[src/rtl/sig_splice_pkg.sv]
// Shared definitions for the nibble splice / unsplice pair: phase encoding,
// half-word width helper and the error-counter ceiling.
package sig_splice_pkg;

  // Which half of the channel words the next spliced beat carries.
  typedef enum logic {
    PH_LO = 1'b0,
    PH_HI = 1'b1
  } phase_t;

  // Default full word width per channel.
  localparam int W_DEFAULT = 8;

  // Half-word width for a given full word width (word width must be even).
  function automatic int half_of(input int w);
    return w / 2;
  endfunction

  // Realignment counter ceiling; the counter sticks here.
  localparam logic [7:0] ERR_MAX = 8'hFF;

endpackage

[src/rtl/sig_unsplice_oreg.sv]
// Single-entry valid/ready output register. The owner loads a new entry only
// when load_ready is high; a load and an output handshake may coincide.
module sig_unsplice_oreg
  import sig_splice_pkg::*;
#(
  parameter int DW = 2 * W_DEFAULT
) (
  input  logic          clk,
  input  logic          rst_n,
  input  logic          load,
  input  logic [DW-1:0] din,
  output logic          load_ready,
  output logic          out_valid,
  input  logic          out_ready,
  output logic [DW-1:0] dout
);

  logic          valid_reg;
  logic [DW-1:0] data_reg;

  // Space exists when empty or when the current entry leaves this cycle.
  assign load_ready = !valid_reg | out_ready;
  assign out_valid  = valid_reg;
  assign dout       = data_reg;

  // Hold the pair until taken; a same-cycle load replaces it and keeps valid.
  always_ff @(posedge clk) begin
    if (!rst_n) begin
      valid_reg <= 1'b0;
      data_reg  <= '0;
    end else if (load) begin
      valid_reg <= 1'b1;
      data_reg  <= din;
    end else if (out_ready) begin
      valid_reg <= 1'b0;
    end
  end

endmodule

[src/rtl/sig_unsplice.sv]
// Receive-side unsplicer: rebuilds one word per channel from a low-half beat
// followed by a high-half beat, with sync-driven realignment and a registered,
// backpressured output pair.
module sig_unsplice
  import sig_splice_pkg::*;
#(
  parameter int W = W_DEFAULT
) (
  input  logic         clk,
  input  logic         rst_n,
  input  logic         in_valid,
  output logic         in_ready,
  input  logic [W-1:0] in_data,
  input  logic         in_sync,
  output logic         out_valid,
  input  logic         out_ready,
  output logic [W-1:0] o0,
  output logic [W-1:0] o1,
  output logic [15:0]  word_cnt,
  output logic [7:0]   err_cnt
);

  localparam int HALF = half_of(W);

  phase_t            state_reg;
  logic [HALF-1:0]   lo_reg [2];
  logic [15:0]       word_cnt_reg;
  logic [7:0]        err_cnt_reg;

  logic              oreg_ready;
  logic              accept;
  logic              hi_done;
  logic [HALF-1:0]   beat_half [2];
  logic [W-1:0]      word_next [2];
  logic [2*W-1:0]    pair_out;

  // LO never waits on the output; HI can only finish into a free output slot.
  assign in_ready = (state_reg == PH_LO) ? 1'b1 : oreg_ready;
  assign accept   = in_valid & in_ready;
  assign hi_done  = accept & (state_reg == PH_HI) & !in_sync;

  // Channel 0 rides in the upper half of the beat, channel 1 in the lower.
  for (genvar gi = 0; gi < 2; gi++) begin : g_ch
    assign beat_half[gi] = in_data[W-1-gi*HALF -: HALF];
    assign word_next[gi] = {beat_half[gi], lo_reg[gi]};
  end

  // Phase FSM with held low halves and the pair / realignment counters.
  always_ff @(posedge clk) begin
    if (!rst_n) begin
      state_reg    <= PH_LO;
      for (int i = 0; i < 2; i++) lo_reg[i] <= '0;
      word_cnt_reg <= '0;
      err_cnt_reg  <= '0;
    end else if (accept) begin
      case (state_reg)
        PH_LO: begin
          for (int i = 0; i < 2; i++) lo_reg[i] <= beat_half[i];
          state_reg <= PH_HI;
        end
        PH_HI: begin
          if (in_sync) begin
            // Sync in HI means the held lows were orphaned: restart the word.
            for (int i = 0; i < 2; i++) lo_reg[i] <= beat_half[i];
            if (err_cnt_reg != ERR_MAX) err_cnt_reg <= err_cnt_reg + 8'd1;
          end else begin
            word_cnt_reg <= word_cnt_reg + 16'd1;
            state_reg    <= PH_LO;
          end
        end
        default: state_reg <= PH_LO;
      endcase
    end
  end

  sig_unsplice_oreg #(
    .DW(2 * W)
  ) u_oreg (
    .clk        (clk),
    .rst_n      (rst_n),
    .load       (hi_done),
    .din        ({word_next[0], word_next[1]}),
    .load_ready (oreg_ready),
    .out_valid  (out_valid),
    .out_ready  (out_ready),
    .dout       (pair_out)
  );

  assign o0       = pair_out[2*W-1:W];
  assign o1       = pair_out[W-1:0];
  assign word_cnt = word_cnt_reg;
  assign err_cnt  = err_cnt_reg;

endmodule

[config.mk]
export PLATFORM = sky130hd
export DESIGN_NAME = sig_unsplice
export DESIGN_NICKNAME = d
export VERILOG_FILES = /design/src/rtl/sig_splice_pkg.sv /design/src/rtl/sig_unsplice_oreg.sv /design/src/rtl/sig_unsplice.sv
export SDC_FILE = /design/constraint.sdc
export NUM_CORES = 1
export LEC_CHECK = 0
export BUFFER_PORTS_ARGS = -buffer_cell sky130_fd_sc_hd__buf_2
export CAP_MARGIN = 0
export CORE_ASPECT_RATIO = 1.1
export CORE_MARGIN = 1
export CORE_UTILIZATION = 50
export DETAILED_ROUTE_END_ITERATION = 10
export PLACE_DENSITY_LB_ADDON = 0.15
export SYNTH_ARGS = -nofsm -noshare
export SYNTH_HDL_FRONTEND = slang
export SYNTH_SLANG_ARGS = --single-unit
[constraint.sdc]
create_clock -name clk -period 1.9 [get_ports clk]
set_clock_uncertainty 0.05 [all_clocks]
set_input_delay 0.095 -clock clk [delete_from_list [all_inputs] [get_ports clk]]
set_output_delay 0.095 -clock clk [all_outputs]
set_load 0.05 [all_outputs]
[Word level (Yosys, flattened, before mapping)]
Memory sizes are Yosys's and may differ from the RTL's. A register that Yosys moved wholly into a read port is not among the register bits.
Cells that the tools add are included.
Word-level totals
  output and inout port bits: 42
  bits in writable memories: 8
  flip-flop bits (word level): 42
  memories: 1
  input port bits: 13
  word-level logic and storage cells: 44
Operators by class
  bitwise operators: 10
  add/sub/neg operators: 2
  multiplexer cells: 18
  equality and inequality tests: 1
  reductions and logical operators: 7
Memories
  lo_reg: words 2, bits a word 4, rd ports 2, clocked after memory_dff 2, write ports 2, RTL line sig_unsplice.sv:26  | logic [HALF-1:0] lo_reg [2];
Operators with widths (count)
  16-bit by 1-bit adder with 16-bit output (second input constant): 1
  4-bit two-way mux: 4
  1-bit two-way mux: 13
  8-bit by 1-bit adder with 8-bit output (second input constant): 1
  8-bit inequality test (second input constant): 1
  1-bit bitwise OR: 5
  1-bit logical NOT: 4
  4-bit AND reduction: 1
  1-bit bitwise AND: 3
  3-bit AND reduction: 1
  1-bit NOT: 2
  1-bit case mux with 2 select lines: 1
  2-bit nonzero test: 1

[Longest topological paths before layout]
Gate-level depths: netlist of the first run.
  depth in word-level cells: 9
  mapped depth: 6

[Modules after synthesis]
From an unflattened synthesis of the first run, not the netlist that was laid out.
Unflattened totals
  cell total of the unflattened synthesis: 207
  area total of the unflattened synthesis: 2120.8 µm²
By module, submodules not included
  sig_unsplice: area each 1467.7 µm², times used 1, seq. area each 740.7 µm², cells an instance 152
  sig_unsplice_oreg: area each 653.1 µm², times used 1, seq. area each 340.3 µm², cells an instance 55

[Worst setup path after synthesis of the first run]
OpenSTA, ideal clock, no wires.
  path type: register -> register
  start: register word_cnt_reg[0], in the netlist word_cnt[0]
  end: register word_cnt_reg[14], in the netlist word_cnt[14]
  data arrival time: 1.969 ns
  stages on the path, launching flop included: 7
  data required time: 1.780 ns
  path slack: -0.190 ns
  clock period less this slack: 2.090 ns
  library setup time: 0.070 ns
  buffers on the path: 1
  path through: dfxtp_1 > ha_1 > nand2_1 > or3_1 > clkbuf_2 > or4_1 > a21oi_1
Between the ends
  cells in the longest elaborated chain, start to end: 1
RTL lines
  start: declaration: RTL line sig_unsplice.sv:27  | logic [15:0] word_cnt_reg;
  start signal: assignment: RTL line sig_unsplice.sv:67  | word_cnt_reg <= word_cnt_reg + 16'd1;
  16-bit by 1-bit adder with 16-bit output: RTL line sig_unsplice.sv:67
No other way between the ends.
A chain may end at the register's enable or synchronous reset.

[Worst setup path after layout of the first run]
  start: register state_reg
  end: register word_cnt_reg[13], in the netlist word_cnt[13]
Between the ends
  cells in the longest elaborated chain, start to end: 3
RTL lines
  start: declaration: RTL line sig_unsplice.sv:25  | phase_t state_reg;
  start signal: assignment: RTL line sig_unsplice.sv:51  | state_reg <= PH_LO;
  start signal: assignment: RTL line sig_unsplice.sv:59  | state_reg <= PH_HI;
  start signal: assignment: RTL line sig_unsplice.sv:68  | state_reg <= PH_LO;
  1-bit two-way mux: RTL line sig_unsplice.sv:38  | assign in_ready = (state_reg == PH_LO) ? 1'b1 : oreg_ready;
  1-bit bitwise AND: RTL line sig_unsplice.sv:39  | assign accept = in_valid & in_ready;
  3-bit AND reduction (no line) *
Every way passes the cells marked *; elsewhere a longest branch is shown, timed or not.

==> results of run 1 <==
==> worst max-delay path, cell delays in order (launching register included) <==
cell and delay [ns]:
dfxtp_1 0.45, and3b_1 0.27, nand3_2 0.21, or4_1 0.54
a21oi_1 0.15
==> timing repair <==
| item | 4_1_cts | 5_1_grt |
|---|---|---|
| hold endpoints to repair | 8 | 0 |
| endpoints found under the setup margin | 0 | 1 |
| gates resized for setup | 0 | 1 |
| hold buffers | 8 | 0 |
==> per-stage QoR <==
step / setup WS, ns / instance area, sq um / hold slack, ns
2_1_floorplan: 0.000932 / 2080 / 0.181
3_3_place_gp: 0.215 / 2400 / 0.298
3_5_place_dp: 0.145 / 2400 / 0.306
4_1_cts: 0.128 / 2570 / 0.0283
5_1_grt: 0.0569 / 2570 / 0.0506
6_report: 0.169 / 2570 / 0.0312
==> layer usage <==
layer / GRT usage / wire (microns) / share of wire
met5: 0 / 0 / 0
met2: 0.342 / 2120 / 0.49
met3: 0.0428 / 180 / 0.041
met1: 0.260 / 2010 / 0.46
met4: 0.0758 / 36 / 0.0083
==> power by group through the flow <==
| stage | combinational (uW) | sequential, uW | clock (uW) |
|---|---|---|---|
| 2_1_floorplan | 54.7 | 1170 | 0 |
| 3_3_place_gp | 134 | 1140 | 0 |
| 3_5_place_dp | 135 | 1140 | 0 |
| 4_1_cts | 148 | 1120 | 626 |
| 5_1_grt | 159 | 1120 | 666 |
| 6_report | 147 | 1120 | 607 |
==> cell usage after synthesis (all sizes together), types with 7 or more instances <==
cell type / count / area, sq um
or3: 7 / 43.8
a21oi: 32 / 160
dfxtp: 42 / 841
nand3: 11 / 60.1
nand2: 45 / 169
or4: 8 / 60.1
and2: 9 / 56.3
clkbuf: 8 / 31.3
o31ai: 8 / 60.1
edfxtp: 8 / 240
nor2: 11 / 41.3
o21ai: 8 / 40.0
==> placed cells by master, fill, tap and decap left out, types with 2 or more instances in the layout <==
cell type,n
nor4_1,2
xor2_1,4
or4_1,8
nand4_1,3
inv_1,4
ha_1,2
buf_4,6
buf_2,54
a21oi_1,32
dfxtp_2,9
dlygate4sd3_1,8
edfxtp_1,8
dfxtp_1,33
nor2_1,11
and2_1,9
xnor2_1,4
clkbuf_8,5
and3_1,3
o31ai_1,8
nand2_1,45
nand3_1,10
o21ai_0,8
or3_1,6
==> layout make-up <==
cell class                 count  area, sq um
tap                           52         65.1
fill                         366         1390
clock buffer                   6         72.6
sequential                    50         1090
clock inverter                 2         13.8
inverter                       4         15.0
timing repair buffer          68          395
multi-input combinational    165          918
==> worst max-delay path by stage <==
stage,endpoint,cells past startpoint,slack [ns]
floorplan,word_cnt[14],5,0.0009
global placement,word_cnt[14],5,0.21
detailed placement,word_cnt[14],5,0.14
CTS,word_cnt[14],5,0.13
global route,word_cnt[12],5,0.06
finish,word_cnt[13],4,0.17
==> cells by family after synthesis <==
| kind of cell | synth area share |
|---|---|
| simple gates | 0.261 |
| flops | 0.523 |
| compound gates | 0.130 |
| buf+inv | 0.0351 |
| xor+xnor | 0.0339 |
| fa+ha+maj | 0.0121 |
| mux | 0.00484 |
==> impl_metrics.ini, run 1 <==
[die]
core_area_sq_um = 3960
fp.dieH_microns = 69.4
die_x_microns = 63.3
ioPinCount = 55
start_util = 0.521
rows = 24
die_area_sq_um = 4400

[synthesis]
synth_cells = 231
avgSynthCellArea_sq_um = 8.95
ys_warn_count = 0
async_reset_ff_frac = 0
ys_ff_latch = 50
synth-edff-count = 8
yosys.cell_types.count = 31
synth-main-ff-cell = dfxtp_1
synth_nets = 246
ys_seq_area_frac = 0.523
syn_area_sq_um = 2070

[worst_setup_path]
critPathKind = flop to flop
crit_path_start_kind = flop
required_ns = 2.09
r2r-end = word_cnt[13]
r2r_start = state_reg
worstPathMaxFanout = 9
critPathCaptureType = flop
cp_data_arrival_time_ns = 1.92
reg2regPathDepth = 4
crit_start = state_reg
ff2ff_setup_slack_ns = 0.17

[sta]
slew_headroom = 0.619
rsz0062_at_grt = no
timing.final.crit_share = 0.911
drv_slew = 0
worstMarginPinSlew_ns = 0.570
final.setup.tns_ns = 0
min_period_ns = 1.73
max_freq_mhz = 578
setup_viol = 0
hold_viol = 0

[clock_tree]
cts.sinks = 50
root_buffer = clkbuf_8
insertion_delay_ns = 0.30
cts_max_level = 2
post_cts.repair.setup_buffers = 0
cts_tree = built
clockBufferDepth = 2
path_clk_slew_ns = 0.09
numCtsBuffers = 5

[place]
dp_hpwl_mm = 2.88
dp.cells = 331
gp_congestion = 0.743
numPortBuffers = 54

[worst_hold_path]
min_from = rst_n
holdPathStages = 3
min_to = state_reg
min-delay-path-class = input pin to flop

[layout]
drive_gt1_frac = 0.268
stdcell_count = 347
diodes = 0
area_delta_synth_final_pct = 24.5
post-route-util = 0.649
fin_nets = 309

[power_and_ir_drop]
switchingPower_uw = 458
switching_share = 0.245
comb_power_share = 0.079
peakVddDrop_mv = 0.469
power_density_nw_per_um2 = 727
pwr-share-clk = 0.325
power.total_uw = 1870
seqPwrFrac = 0.597
p_int_uw = 1410
leakagePower_uw = 0.00106

[route]
routed_wl_mm = 4.35
drt_iter0_drc = 130
via_count = 1826
via_per_inst = 5.26
avgRoutedWirePerCell_microns = 12.5
ant_nets = 0
route.detailed.drc = 0
dr.pass1.iters = 4

[global_route]
antenna_found_initial = 0
grt_pass1_wl_mm = 7.05
grt_max_degree = 27
grt.total_usage = 0.205
grt_pass1_vias = 1552
grt-ovfl-total = 0

[flow_run]
maxCapViolCount = 0

[outcome]
status = completed
Note: power is estimated with default switching activity, not from simulation.
==> run 2: changes to the inputs <==
REMOVE_ABC_BUFFERS = 1   (was default)
==> run 2 against run 1 <==
Against the previous run: design area increased by 2.5%; non-clock buffer count rose by 5; sequential share of layout area down 1.5 points; maximum frequency up 0.33%.
==> impl_metrics.ini, run 2 (synthesized netlist as in run 1, its figures left out) <==
[place]
dpl_worst_slack_ns = 0.166
dpl_cell_area_sq_um = 2430
dp_hpwl_mm = 2.96
numPortBuffers = 54
gp_congestion = 0.758

[sta]
max_freq_mhz = 580
hold_viol = 0
whs_ns = 0.0845
timing.final.crit_share = 0.908
final.setup.tns_ns = 0
setup_viol = 0
fin_ws_ns = 0.175
slew_headroom = 0.683
min_period_ns = 1.73
rsz0062_at_grt = no
worstMarginPinSlew_ns = 0.474
drv_slew = 0

[layout]
multi_input_area_sq_um = 918
fin_nets = 314
drive_gt1_frac = 0.247
nFillCells = 374
stdcell_area_sq_um = 2640
area_delta_synth_final_pct = 27.6
diodes = 0
final_cell_mix = 54 x buf_2, 45 x nand2_1, 42 x dfxtp_1, 32 x a21oi_1, 11 x nor2_1
post-route-util = 0.665
register_area_sq_um = 1080
final_common_cell = buf_2

[worst_setup_path]
required_ns = 1.92
cp_cell_sequence = nor2b_1 > o21ai_0 > and3_1 > and2_1
critPathCaptureType = flop
crit_path_start_kind = flop
worstPathMaxFanout = 8
critPathKind = flop to flop
max_stage_delay_ns = 0.43
crit_slowest_cell = nor2b_1
cp_data_arrival_time_ns = 1.75

[clock_tree]
insertion_delay_ns = 0.31
post_cts.repair.setup_buffers = 0
clockBufferDepth = 2
path_clk_slew_ns = 0.09
cts_max_level = 2
cts.sinks = 50
root_buffer = clkbuf_8
cts_tree = built
numCtsBuffers = 5

[worst_hold_path]
min-delay-path-class = input pin to flop

[flow_run]
maxCapViolCount = 0

[power_and_ir_drop]
power_density_nw_per_um2 = 762
peakVddDrop_mv = 0.585
seqPwrFrac = 0.553
switchingPower_uw = 461
pwr-share-clk = 0.369
leakagePower_uw = 0.00109
switching_share = 0.229
p_int_uw = 1550
comb_power_share = 0.078

[global_route]
grt_pass1_vias = 1709
grt-ovfl-total = 0
grt_max_degree = 30
grt_pass1_wl_mm = 7.45
grt.total_usage = 0.215
antenna_found_initial = 0

[die]
start_util = 0.521
rows = 24
die_area_sq_um = 4400
fp.dieH_microns = 69.4
ioPinCount = 55
core_area_sq_um = 3960
die_x_microns = 63.3

[route]
via_per_inst = 5.15
dr.pass1.iters = 4
drt_iter0_drc = 107
via_count = 1814
route.detailed.drc = 0
avgRoutedWirePerCell_microns = 12.3
ant_nets = 0
routed_wl_mm = 4.34

[outcome]
status = completed
[run 2: cell types whose count changed in the layout (fill, tap and decap cells not counted)]
cell | previous run | this run
buf_12 | 0 | 1
buf_4 | 6 | 9
bufinv_16 | 0 | 1
clkinv_2 | 1 | 0
clkinv_4 | 1 | 0
clkinvlp_4 | 0 | 1
dfxtp_1 | 33 | 42
dfxtp_2 | 9 | 0
dlygate4sd3_1 | 8 | 9
[run 2: power groups by stage]
stage / Sequential [uW] / Clock [uW] / Combinational [uW]
floorplan: 1170 / 0 / 49.4
global placement: 1140 / 0 / 141
detailed placement: 1140 / 0 / 142
CTS: 1110 / 763 / 156
global route: 1120 / 796 / 170
finish: 1110 / 742 / 156
[run 2: through the flow]
stage,total power (uW),instances
after global routing,2080,352
after floorplan,1220,219
after CTS,2030,352
after global placement,1280,335
final,2010,352
after detailed placement,1280,335
[run 2: path summary, 6_finish.rpt]
check / slack, ns / depth (start not counted) / start / endpoint
setup / recovery: 0.17 / 4 / u_oreg.out_valid / lo_reg[0][1]
hold / removal: 0.08 / 3 / in_valid / state_reg
setup reg to reg: 0.17 / 4 / u_oreg.out_valid / lo_reg[0][1]
hold reg to reg: 0.41 / 2 / u_oreg.dout[0] / u_oreg.dout[0]
[run 2: what timing repair did]
item,in CTS,in global routing
resized for setup,0,1
setup endpoints to repair,0,1
endpoints found under the hold margin,9,0
hold buffers,9,0
[run 2: worst max-delay path: cells and delay by family (launching register included)]
kind	cells	cell delay, ns
AND/OR/NAND/NOR	3	0.89
flip-flops	1	0.37
AO/OA/AOI/OAI	1	0.19
[run 2: area by class of cell]
class                      instances  area share
sequential                        50       0.410
multi-input combinational        165       0.348
timing repair buffer              73       0.170
clock buffer                       6      0.0275
tap                               52      0.0247
clock inverter                     2      0.0142
inverter                           4     0.00569
[run 2: metal layers]
metal  part of all wire  track usage  up-vias
li1                   -            -      943
met1               0.46        0.256      826
met2               0.49        0.373       38
met3              0.034       0.0543        7
met4              0.016       0.0758        0
met5                  0            0        -
==> run 3: changes to the inputs <==
CORE_UTILIZATION = 51   (was 50)
==> run 3 against run 2 <==
Against the previous run: design area decreased by 1.8%; die area shrank 1.9%; largest power group unchanged; largest cell class unchanged; critical path type unchanged; flip-flop and latch count unchanged.
==> impl_metrics.ini, run 3 (synthesized netlist as in run 1, its figures left out) <==
[outcome]
status = completed

[layout]
final_common_cell = buf_2
fin_nets = 311
diodes = 0
stdcell_area_sq_um = 2590
area_delta_synth_final_pct = 25.3
post-route-util = 0.687
nFillCells = 309
final_cell_mix = 54 x buf_2, 45 x nand2_1, 42 x dfxtp_1, 32 x a21oi_1, 11 x nor2_1
drive_gt1_frac = 0.239

[route]
avgRoutedWirePerCell_microns = 12.5
via_per_inst = 5.25
dr.pass1.iters = 4
via_count = 1822
routed_wl_mm = 4.34
route.detailed.drc = 0
ant_nets = 0
drt_iter0_drc = 87

[clock_tree]
root_buffer = clkbuf_8
insertion_delay_ns = 0.31
clockBufferDepth = 2
cts_tree = built
postCtsResizedCells = 0
numCtsBuffers = 5
cts_max_level = 2
path_clk_slew_ns = 0.09
cts.sinks = 50

[worst_setup_path]
crit_path_start_kind = flop
cp_data_arrival_time_ns = 1.93
crit_slowest_cell = or3_1
required_ns = 2.09
critPathCaptureType = flop
critPathKind = flop to flop
worstPathMaxFanout = 8
max_stage_delay_ns = 0.47
cp_cell_sequence = nand3b_4 > or3_1 > or4_1 > a21oi_1

[power_and_ir_drop]
peakVddDrop_mv = 0.391
power_density_nw_per_um2 = 731
leakagePower_uw = 0.00106
power.total_uw = 1890

[die]
ioPinCount = 55
die_area_sq_um = 4310
die_x_microns = 62.7
rows = 23
start_util = 0.548
fp.dieH_microns = 68.8
core_area_sq_um = 3770

[place]
numPortBuffers = 54
dp_hpwl_mm = 2.95
gp_congestion = 0.737
dpl_cell_area_sq_um = 2410
dpl_worst_slack_ns = 0.183

[sta]
max_freq_mhz = 574
timing.final.crit_share = 0.917
drv_slew = 0
whs_ns = 0.0887
rsz0062_at_grt = no
fin_ws_ns = 0.157
hold_viol = 0
slew_headroom = 0.596
min_period_ns = 1.74
worstMarginPinSlew_ns = 0.605
setup_viol = 0

[global_route]
grt_pass1_vias = 1553
grt.total_usage = 0.211
grt-ovfl-total = 0
grt_pass1_wl_mm = 7.00
antenna_found_initial = 0
grt_max_degree = 29

[flow_run]
maxCapViolCount = 0

[worst_hold_path]
min-delay-path-class = input pin to flop
run 3: cell type report:
class / count / area, sq um / area share
sequential: 50 / 1080 / 0.417
tap: 50 / 62.6 / 0.0242
timing repair buffer: 70 / 425 / 0.164
clock inverter: 3 / 23.8 / 0.00918
clock buffer: 5 / 68.8 / 0.0266
inverter: 4 / 15.0 / 0.00580
multi-input combinational: 165 / 913 / 0.353
run 3: metal layers:
layer,global-route usage,up-vias,share of wire
met4,0.0756,0,0.012
met3,0.0493,6,0.037
met2,0.359,43,0.47
met5,0,-,0
li1,-,944,-
met1,0.264,829,0.48
run 3: power breakdown:
part	leakage (uW)	internal [uW]	switching, uW
registers	0.000427	1100	12.1
logic	0.000595	53.9	99.6
clock network	0.0000408	264	364
run 3: path summary, 6_finish.rpt:
kind	slack (ns)	to	from	cells past startpoint
max	0.16	word_cnt[12]	state_reg	4
min	0.09	state_reg	in_valid	3
max reg2reg	0.16	word_cnt[12]	state_reg	4
min reg2reg	0.40	u_oreg.dout[15]	u_oreg.dout[15]	2
run 3: stage by stage:
stage / TNS [ns] / cells
final: 0 / 347
after global routing: 0 / 347
after CTS: 0 / 346
after detailed placement: 0 / 330
after global placement: 0 / 330
after floorplan: -2.79 / 219
run 3: timing repair:
item | CTS | global route
setup endpoints to repair | 0 | 0
hold buffers | 8 | 1
setup buffers | 0 | 0
endpoints found under the hold margin | 8 | 1
run 3: worst max-delay path, delay by kind of cell (launching register included):
kind | cells | cell delay (ns)
flops | 1 | 0.46
simple gates | 3 | 1.03
compound gates | 1 | 0.15
